--- src/rtl/cache_set_assoc.sv ---
// rtl/cache_set_assoc.sv - N-way set-associative tag-only cache with true-LRU replacement and flush
// Optional hit/miss statistics ports are enabled by defining CACHE_STATS_EN.
module cache_set_assoc #(
  parameter int ADDR_W   = 11,
  parameter int OFF_W    = 4,
  parameter int SET_W    = 3,
  parameter int WAYS     = 2,
  parameter int MISS_LAT = 4,
  localparam int WAY_W   = (WAYS > 1) ? $clog2(WAYS) : 1
) (
  input  logic              clk,
  input  logic              rst_n,
  input  logic              req_valid,
  input  logic [ADDR_W-1:0] req_addr,
  output logic              req_ready,
  input  logic              flush,
  output logic              resp_valid,
  output logic              resp_hit,
  output logic [WAY_W-1:0]  resp_way,
  output logic              busy
`ifdef CACHE_STATS_EN
  ,
  output logic [15:0]       hit_count,
  output logic [15:0]       miss_count
`endif
);

  localparam int TAG_W = ADDR_W - OFF_W - SET_W;
  localparam int NSETS = 1 << SET_W;
  localparam int CNT_W = (MISS_LAT > 1) ? $clog2(MISS_LAT) : 1;

  typedef enum logic [1:0] {S_IDLE, S_LOOKUP, S_REFILL, S_FLUSH} state_e;

  state_e             state_q, state_d;
  logic [TAG_W-1:0]   tag_q;
  logic [SET_W-1:0]   set_q;
  logic [SET_W-1:0]   fset_q;
  logic [CNT_W-1:0]   cnt_q;
  logic [WAY_W-1:0]   victim_q;

  logic [WAYS-1:0]    valid_q [NSETS];
  logic [TAG_W-1:0]   tags_q  [NSETS][WAYS];
  logic [WAY_W-1:0]   age_q   [NSETS][WAYS];

  logic               hit;
  logic [WAY_W-1:0]   hit_way;
  logic [WAY_W-1:0]   victim;
  logic               install;
  logic               touch_en;
  logic [WAY_W-1:0]   touch_way;
  logic               accept;
  logic               unused_offset;

  assign unused_offset = ^req_addr[OFF_W-1:0];
  assign accept        = (state_q == S_IDLE) && !flush && req_valid;
  assign install       = (state_q == S_REFILL) && (cnt_q == '0);
  assign touch_en      = install || ((state_q == S_LOOKUP) && hit);
  assign touch_way     = install ? victim_q : hit_way;

  // Descending loops let the lowest matching index win; an invalid way overrides the LRU pick.
  always_comb begin
    hit     = 1'b0;
    hit_way = '0;
    victim  = '0;
    for (int w = WAYS - 1; w >= 0; w--) begin
      if (valid_q[set_q][w] && (tags_q[set_q][w] == tag_q)) begin
        hit     = 1'b1;
        hit_way = WAY_W'(w);
      end
    end
    for (int w = WAYS - 1; w >= 0; w--) begin
      if (age_q[set_q][w] == WAY_W'(WAYS - 1)) victim = WAY_W'(w);
    end
    for (int w = WAYS - 1; w >= 0; w--) begin
      if (!valid_q[set_q][w]) victim = WAY_W'(w);
    end
  end

  always_ff @(posedge clk or negedge rst_n) begin
    if (!rst_n) state_q <= S_IDLE;
    else        state_q <= state_d;
  end

  always_comb begin
    state_d = state_q;
    case (state_q)
      S_IDLE:   if (flush) state_d = S_FLUSH;
                else if (req_valid) state_d = S_LOOKUP;
      S_LOOKUP: state_d = hit ? S_IDLE : S_REFILL;
      S_REFILL: if (cnt_q == '0) state_d = S_IDLE;
      S_FLUSH:  if (fset_q == SET_W'(NSETS - 1)) state_d = S_IDLE;
      default:  state_d = S_IDLE;
    endcase
  end

  always_comb begin
    req_ready  = 1'b0;
    resp_valid = 1'b0;
    resp_hit   = 1'b0;
    resp_way   = '0;
    busy       = 1'b1;
    case (state_q)
      S_IDLE: begin
        req_ready = 1'b1;
        busy      = 1'b0;
      end
      S_LOOKUP: if (hit) begin
        resp_valid = 1'b1;
        resp_hit   = 1'b1;
        resp_way   = hit_way;
      end
      S_REFILL: if (cnt_q == '0) begin
        resp_valid = 1'b1;
        resp_way   = victim_q;
      end
      default: ;
    endcase
  end

  always_ff @(posedge clk or negedge rst_n) begin
    if (!rst_n) begin
      tag_q    <= '0;
      set_q    <= '0;
      fset_q   <= '0;
      cnt_q    <= '0;
      victim_q <= '0;
      for (int s = 0; s < NSETS; s++) begin
        valid_q[s] <= '0;
        for (int w = 0; w < WAYS; w++) begin
          tags_q[s][w] <= '0;
          age_q[s][w]  <= WAY_W'(w);
        end
      end
    end else begin
      if (accept) begin
        tag_q <= req_addr[ADDR_W-1:OFF_W+SET_W];
        set_q <= req_addr[OFF_W+SET_W-1:OFF_W];
      end
      if ((state_q == S_IDLE) && flush) fset_q <= '0;
      if (state_q == S_FLUSH) begin
        fset_q          <= fset_q + 1'b1;
        valid_q[fset_q] <= '0;
        for (int w = 0; w < WAYS; w++) age_q[fset_q][w] <= WAY_W'(w);
      end
      if ((state_q == S_LOOKUP) && !hit) begin
        cnt_q    <= CNT_W'(MISS_LAT - 1);
        victim_q <= victim;
      end
      if (state_q == S_REFILL) cnt_q <= cnt_q - 1'b1;
      if (install) begin
        tags_q[set_q][victim_q]  <= tag_q;
        valid_q[set_q][victim_q] <= 1'b1;
      end
      // True-LRU: ways younger than the touched one age by one, touched way becomes youngest.
      if (touch_en) begin
        for (int w = 0; w < WAYS; w++) begin
          if (age_q[set_q][w] < age_q[set_q][touch_way]) age_q[set_q][w] <= age_q[set_q][w] + 1'b1;
        end
        age_q[set_q][touch_way] <= '0;
      end
    end
  end

`ifdef CACHE_STATS_EN
  logic [15:0] hit_count_q, miss_count_q;

  always_ff @(posedge clk or negedge rst_n) begin
    if (!rst_n) begin
      hit_count_q  <= '0;
      miss_count_q <= '0;
    end else if (resp_valid) begin
      if (resp_hit && (hit_count_q != 16'hFFFF))   hit_count_q  <= hit_count_q + 16'd1;
      if (!resp_hit && (miss_count_q != 16'hFFFF)) miss_count_q <= miss_count_q + 16'd1;
    end
  end

  assign hit_count  = hit_count_q;
  assign miss_count = miss_count_q;
`endif

endmodule

--- config.mk ---
export PLATFORM = sky130hd
export DESIGN_NAME = cache_set_assoc
export DESIGN_NICKNAME = d
export VERILOG_FILES = /design/src/rtl/cache_set_assoc.sv
export SDC_FILE = /design/constraint.sdc
export NUM_CORES = 1
export LEC_CHECK = 0
export ABC_CLOCK_PERIOD_IN_PS = 6150
export BUFFER_PORTS_ARGS = -buffer_cell sky130_fd_sc_hd__buf_2
export CAP_MARGIN = 15
export CORE_UTILIZATION = 45
export DETAILED_ROUTE_END_ITERATION = 8
export SYNTH_ARGS = -nofsm -noshare
export SYNTH_HDL_FRONTEND = slang
export SYNTH_SLANG_ARGS = --single-unit
--- constraint.sdc ---
create_clock -name clk -period 6.15 [get_ports clk]
set_input_delay 0.9225 -clock clk [delete_from_list [all_inputs] [get_ports clk]]
set_output_delay 0.9225 -clock clk [all_outputs]
set_load 0.01 [all_outputs]
# Word level (Yosys, flattened, before mapping)
# Index checks and enable logic that the tools add are counted.
# totals
ff_bits	111
in_bits	15
# op_classes
order_cmp	12
addsub	4
n_reduce_logical	21
mux	72
n_bitwise	12
n_eq_ne	9
# ops
cell	n
two-way mux 16 bit	8
bitwise mux 64 bit	1
bitwise AND 16 bit	3
NOT 16 bit	3
demux 2 bit (select 3 bit)	7
bitwise mux 16 bit	2
two-way mux 2 bit	16
OR 16 bit	2
binary-select mux 8 bit (select 3 bit)	1
demux 8 bit (select 3 bit)	1
two-way mux 8 bit	3
two-way mux 1 bit	22
logical AND 1 bit	13
binary-select mux 2 bit (select 3 bit)	2
== test 4 bit	2
>= comparator 4 bit (second input constant)	2
less-than comparator 4 x 1 -> 1 bit (second input constant)	2
NOT 3 -> 4 bit	2
case mux 2 bit (4 select lines)	1
two-way mux 3 bit	2
demux 4 bit (select 1 bit)	1
== test 2 bit (second input constant)	2
>= comparator 2 bit (second input constant)	2
zero test 2 bit	2
19 further kinds	28

# Logic depth before layout (Yosys ltp)
# Gate-level depths: netlist (run 1).
# depth
word_depth	21
mapped_depth	11
depth_no_buf	8

# Worst setup path before layout (run 1)
# OpenSTA, ideal clock, no wires.
# synth_timing
path_kind	reg2out
from	register set_q[0]
to	output resp_way
arrival_time_ps	2479
t_required_ps	5227
slack_ps	2748
path_stages_with_launch	11
cell_sequence	dfrtp_1 buf_6 buf_4 mux2i_1 mux4_2 xnor2_1 nor4_1 and2_1 buf_2 o21a_1 nor2_1
# synth_between
elab_chain_cells	10
# synth_rtl
element	line_no	text
from (decl)	36	logic [SET_W-1:0] set_q;
from (signal assigned)	137	set_q <= req_addr[OFF_W+SET_W-1:OFF_W];
NOT 3 -> 4 bit (not written as such) *	66	if (valid_q[set_q][w] && (tags_q[set_q][w] == tag_q)) begin
binary-select mux 8 bit (select 3 bit)	66	
two-way mux 8 bit (not written as such) (2 in a row)	66	
== test 4 bit	66	
logical AND 1 bit	66	
two-way mux 1 bit (2 in a row)	66	
two-way mux 1 bit *	107	S_LOOKUP: if (hit) begin
case mux 1 bit (2 select lines) *	102	case (state_q)
to (decl)	19	output logic [WAY_W-1:0] resp_way,
# Every way passes the cells marked *; elsewhere a longest branch is shown, timed or not. The select of a mux whose other input is x is not followed.

# Final worst setup path (run 1)
# Ends and elaborated chain as after synthesis.

==> results.tsv, run 1 <==
stage	metric	value	unit
pwr	p_seq_share	42.1	%
yosys	ys_seq_area_share	48.9	%
pwr	intPower	1.55	mW
worst_setup_path	end_kind	primary output	
yosys	async_reset_ff_share	100	%
placement	post-place-cells	669	
route	dr.pass1.iters	5	
layout	final_util	51.0	%
grt	grt_pass1_wl	22.7	mm
die	die_x	115	um
worst_setup_path	critical_path_class	reg2out	
yosys	synth_edf_count	0	
clock_network	root_buffer	clkbuf_16	
pwr	sw_frac_of_total	38.2	%
clock_network	cts_tree	yes	
grt	overflow	0	
route	vias	3975	
worst_setup_path	path_buf_inv	1	
worst_setup_path	cp_max_fo	39	
timing	fmax	201	MHz
pwr	combPwrFrac	32.0	%
pwr	leakage	2.93	nW
yosys	syn-num-nets	529	
die	row_count	40	
timing	worstMarginPinSlew	1.02	ns
yosys	avgSynthCellArea	11.2	sq um
clock_network	cts_resized	0	
timing	fin_setup_tns	0	ns
route	wirelength	13.8	mm
pwr	pwr-share-clk	25.9	%
worst_setup_path	reg2reg_slack	2.26	ns
route	vias_per_cell	5.80	
flow_run	max_cap_viol_count	0	
die	die_area	0.0131	sq mm
worst_setup_path	crit_path_start_kind	register	
clock_network	cts_sinks	111	
die	initial_utilization	46.8	%
yosys	yosysWarnings	0	
pwr	powerDensity	404	mW/mm^2
grt	grt_pass1_vias	4037	
yosys	ys_seq_elements	111	
worst_setup_path	arrival	4.06	ns
layout	area_growth	8.79	%
die	die_h	115	um
yosys	synth_area	0.00570	sq mm
grt	antenna_found_initial	0	
clock_network	clk_latency	0.36	ns
timing	final.min_clock_period	4.99	ns
worst_hold_path	min_path_type	reg2reg	
pwr	switchingPower	0.955	mW
route	detail-route-antenna-nets	0	
status	status	finished clean	
die	core	0.0122	sq mm
clock_network	numCtsBuffers	9	
clock_network	cts_setup_buffers	0	
timing	setup_viol_count_final	0	
grt	groute.usage.overall	23.1	%
route	wl_met2	6.46	mm
worst_setup_path	path_delay_family	compound AO/OA/AOI/OAI gates	
worst_setup_path	crit_chain	nor2_1, a221o_1, a222oi_1, xor2_1, nand4_1, o21a_1, nor2_1, buf_2	
route	wl_met1	6.56	mm
timing	setup_ws	1.16	ns
layout	layout-drive-gt1-share	24.8	%
timing	fin_skew	0.0110	ns
clock_network	cts.clk_slew.worst_paths	0.08	ns
timing	slew_headroom	30.5	%
worst_setup_path	required	5.23	ns
timing	rsz0062_at_grt	false	
route	wire_per_inst	20.2	um
timing	finalHoldViolations	0	
layout	instances_no_fill	685	
worst_setup_path	crit_path_top_delay_cell	dfrtp_2	
yosys	synthCells	507	
yosys	synth-main-ff-cell	dfrtp_1	
layout	nets	534	
clock_network	clockBufferDepth	2	
route	drc	0	
route	highest_layer	met4	
grt	grt_max_degree	61	
pwr	finalPower	2.50	mW
route	wl_met3	518	um
timing	fin_crit_sh	81.1	%
layout	num_antenna_cells	0	
clock_network	htreeDepth	3	
route	drt_iter0_drc	252	
placement	pre_cts_ws	1.56	ns
pwr	peakVddDrop	376	uV
clock_network	holdBufCountCts	0	
placement	post-dp-hpwl	9.40	mm
placement	io_buffers	15	
yosys	ys_types	57	
timing	report.final.slew_viol_count	0	
placement	place.gp.congestion	0.843	
worst_setup_path	cpPeakStageDelay	1.00	ns
worst_setup_path	cpMostUsedCell	nor2_1	
die	ioPinCount	20	
## routing by layer
metal / vias to the layer above / global-route usage [%]
li1: 1842 / -
met1: 2025 / 32.6
met2: 88 / 35.8
met3: 20 / 4.50
met4: 0 / 7.53
met5: - / 0
## synthesized netlist by cell type (all sizes together) (3+ instances only)
library cell	n	area (sq um)
dfrtp	103	2580
mux2	69	777
nand2	67	251
a21oi	30	150
mux2i	27	270
nor2	20	75.1
o21ai	20	100
inv	15	58.8
buf	12	93.8
clkbuf	12	45.0
nand3	12	60.1
a21o	9	67.6
dfstp	8	210
o41ai	8	115
ha	7	87.6
mux4	6	135
nor2b	6	37.5
a21boi	5	37.5
a31oi	5	31.3
and2	5	31.3
and3	5	31.3
nor3	5	25.0
xnor2	5	43.8
a22oi	4	30.0
nand2b	4	25.0
nand3b	3	22.5
o21a	3	22.5
## final cells by class
class	count	area (sq um)
Clock buffer	10	229
Clock inverter	6	98.8
Fill cell	1101	5960
Inverter	15	58.8
Multi-Input combinational cell	357	2710
Sequential cell	111	2790
Tap cell	168	210
Timing Repair Buffer	18	100
## registers in the layout, indices dropped and copies added, names as in the netlist
signal	flops
tags_q	64
age_q	16
valid_q	16
tag_q	4
fset_q	3
set_q	3
cnt_q	2
state_q	2
victim_q	1
## worst register-to-register path, stage by stage (launching register included)
cell	delay [ns]
dfrtp_2	1.00
nor2_1	0.39
a221o_1	0.45
a222oi_1	0.43
xor2_1	0.18
nand4_1	0.61
a31o_2	0.59
a21oi_1	0.17
## path summary, 6_finish.rpt
path | start | to | depth (start not counted)
max in group asynchronous | rst_n | set_q[0] | 2
worst max-delay path | set_q[0] | resp_way | 8
worst min-delay path | valid_q[10] | valid_q[10] | 2
worst min register to register | valid_q[10] | valid_q[10] | 2
min in group asynchronous | rst_n | valid_q[12] | 1
worst max register to register | set_q[0] | age_q[2] | 7
## power groups by stage
stage | clock network, mW | logic [mW] | registers (mW)
floorplan | 0 | 0.734 | 0.918
global placement | 0 | 0.773 | 1.06
detailed placement | 0 | 0.794 | 1.07
CTS | 0.654 | 0.798 | 1.06
global route | 0.685 | 0.879 | 1.08
finish | 0.648 | 0.801 | 1.05
## cell families (layout without fill, tap and decap cells)
family	Yosys count	count (layout)	synth area share (%)
mux	102	102	20.8
xor+xnor	7	7	1.08
buf+inv	39	49	3.47
fa+ha+maj	7	7	1.54
simple gates	134	134	10.8
compound gates	107	107	13.4
flops	111	111	48.9
## metrics by stage
| step | area, sq um | hold WS (ns) |
|---|---|---|
| after floorplan | 5700 | 0.439 |
| after global placement | 5870 | 0.457 |
| after detailed placement | 5870 | 0.459 |
| after CTS | 6200 | 0.478 |
| after global routing | 6200 | 0.492 |
| final | 6200 | 0.480 |
## placed cells by master (no fill, tap or decap), types with 7 or more instances in the layout
cell type | Yosys | layout
dfstp_2 | 8 | 8
nand2_1 | 67 | 67
inv_1 | 13 | 13
dfrtp_1 | 103 | 102
mux2i_1 | 27 | 27
mux2_2 | 67 | 67
nor2_1 | 20 | 20
a21o_1 | 9 | 9
clkbuf_16 | 0 | 9
buf_2 | 3 | 14
ha_1 | 7 | 7
nand3_1 | 12 | 12
o21ai_0 | 20 | 20
a21oi_1 | 30 | 30
No activity file was read; power rests on OpenSTA's default activity.
==> inputs of run 2 (changes only) <==
Settings changed: ABC_CLOCK_PERIOD_IN_PS 6150 to 5220.
Clock period 6.15 ns to 5.22 ns, I/O delays scaled along.
==> run 2 against run 1 <==
Compared with the run above: wire length rose by 1.5%; sequential share of layout area about the same; clock power increased by 4.6%; core utilization about the same; setup slack worse by 0.55 ns; power is 16% higher; non-clock buffer count up 6; sequential cell count is the same; combinational power increased by 27%; critical path type unchanged; largest power group unchanged.
==> results.tsv, run 2 (synthesis results as in run 1) <==
stage	metric	value	unit
status	status	finished clean	
layout	fill_cells	1099	
pwr	leakage	2.94	nW
route	detail-route-antenna-nets	0	
layout	final_cell_mix	dfrtp_1, mux2_2, nand2_1	
timing	worstMarginPinSlew	0.930	ns
clock_network	cts_setup_buffers	0	
pwr	powerDensity	467	mW/mm^2
die	die_h	115	um
worst_setup_path	required	4.44	ns
clock_network	clockBufferDepth	2	
layout	reg_top3	tags_q (64), age_q (16), valid_q (16)	
clock_network	cts_resized	0	
clock_network	root_buffer	clkbuf_16	
layout	largest_register	tags_q	
grt	grt_pass1_vias	3934	
route	drc	0	
die	ioPinCount	20	
grt	grt_pass1_wl	22.3	mm
placement	io_buffers	15	
timing	setup_viol_count_final	0	
die	die_area	0.0131	sq mm
layout	area_growth	8.87	%
timing	final.min_clock_period	4.60	ns
layout	nets	540	
timing	finalHoldViolations	0	
worst_setup_path	cpPeakStageDelay	0.87	ns
route	wl_met2	6.55	mm
die	initial_utilization	46.8	%
placement	post-dp-hpwl	9.69	mm
flow_run	max_cap_viol_count	0	
worst_hold_path	min_path_type	reg2reg	
clock_network	numCtsBuffers	9	
route	drt_iter0_drc	351	
worst_setup_path	crit_path_top_delay_cell	dfrtp_2	
clock_network	holdBufCountCts	0	
clock_network	clk_latency	0.37	ns
route	wl_met3	789	um
placement	pre_cts_ws	1.08	ns
route	dr.pass1.iters	7	
grt	grt_max_degree	75	
worst_setup_path	crit_path_start_kind	register	
die	row_count	40	
layout	layout-drive-gt1-share	25.8	%
timing	rsz0062_at_grt	false	
grt	groute.usage.overall	23.0	%
grt	antenna_found_initial	0	
timing	setup_ws	0.619	ns
layout	num_antenna_cells	0	
route	highest_layer	met4	
pwr	peakVddDrop	322	uV
clock_network	cts_sinks	111	
clock_network	htreeDepth	3	
route	wirelength	14.0	mm
layout	final_common_cell	dfrtp_1	
route	vias_per_cell	5.78	
worst_setup_path	critical_path_class	reg2out	
die	core	0.0122	sq mm
placement	place.gp.congestion	0.844	
worst_setup_path	crit_chain	mux2i_1, mux4_2, xnor2_1, nor4_1, and2_1, o21a_1, nor2_1, buf_2	
layout	largest_reg_flops	64	
worst_setup_path	cp_max_fo	31	
route	wl_met1	6.45	mm
worst_setup_path	arrival	3.82	ns
die	die_x	115	um
timing	fmax	217	MHz
timing	report.final.slew_viol_count	0	
grt	overflow	0	
clock_network	cts_tree	yes	
clock_network	cts.clk_slew.worst_paths	0.08	ns
timing	slew_headroom	38.0	%
timing	holdWs	0.479	ns
route	vias	3994	
timing	fin_setup_tns	0	ns
layout	final_util	51.0	%
timing	fin_skew	0.0109	ns
worst_setup_path	end_kind	primary output	
route	wire_per_inst	20.3	um
timing	fin_crit_sh	88.2	%
run 2: stage by stage:
step,power (mW),std cells,instance area [sq um]
final,2.90,691,6200
after global routing,3.05,691,6200
after CTS,2.90,691,6200
after detailed placement,2.22,675,5910
after global placement,2.19,675,5910
after floorplan,1.95,507,5700
run 2: layer usage:
layer | global-route usage (%) | vias to the layer above
met1 | 32.0 | 1999
met4 | 7.19 | 0
met5 | 0 | -
met3 | 5.61 | 20
li1 | - | 1850
met2 | 35.6 | 125
run 2: path summary, 6_finish.rpt:
path	start	endpoint	slack (ns)	depth (start not counted)
max in group asynchronous	rst_n	age_q[4]	3.59	2
worst min register to register	tags_q[44]	tags_q[44]	0.48	2
worst min-delay path	tags_q[44]	tags_q[44]	0.48	2
min in group asynchronous	rst_n	tags_q[63]	0.54	1
worst max-delay path	set_q[0]	resp_way	0.62	8
worst max register to register	set_q[0]	victim_q	1.67	8
run 2: critical path: cells and delay by family, from the launching register on:
kind / cells / cell delay (ns)
muxes: 2 / 0.68
xor gates and xnor gates: 1 / 0.14
DFF: 1 / 0.87
buffers and inverters: 1 / 0.13
AOI/OAI and AO/OA: 1 / 0.22
and+or+nand+nor: 3 / 1.39
run 2: area by class of cell:
type                            instances  area [sq um]  share of cell area, %
Inverter                               15          58.8                  0.948
Timing Repair Buffer                   24           145                   2.34
Clock buffer                            9           225                   3.63
Multi-Input combinational cell        357          2710                   43.7
Sequential cell                       111          2790                   45.0
Clock inverter                          7          62.6                   1.01
Tap cell                              168           210                   3.39
run 2: report_power, final:
part	switching (mW)	internal, mW	total [mW]	leakage (nW)
Combinational	0.598	0.420	1.02	1.31
Clock	0.344	0.334	0.678	0.137
Sequential	0.205	0.996	1.20	1.49
Total	1.15	1.75	2.90	2.94
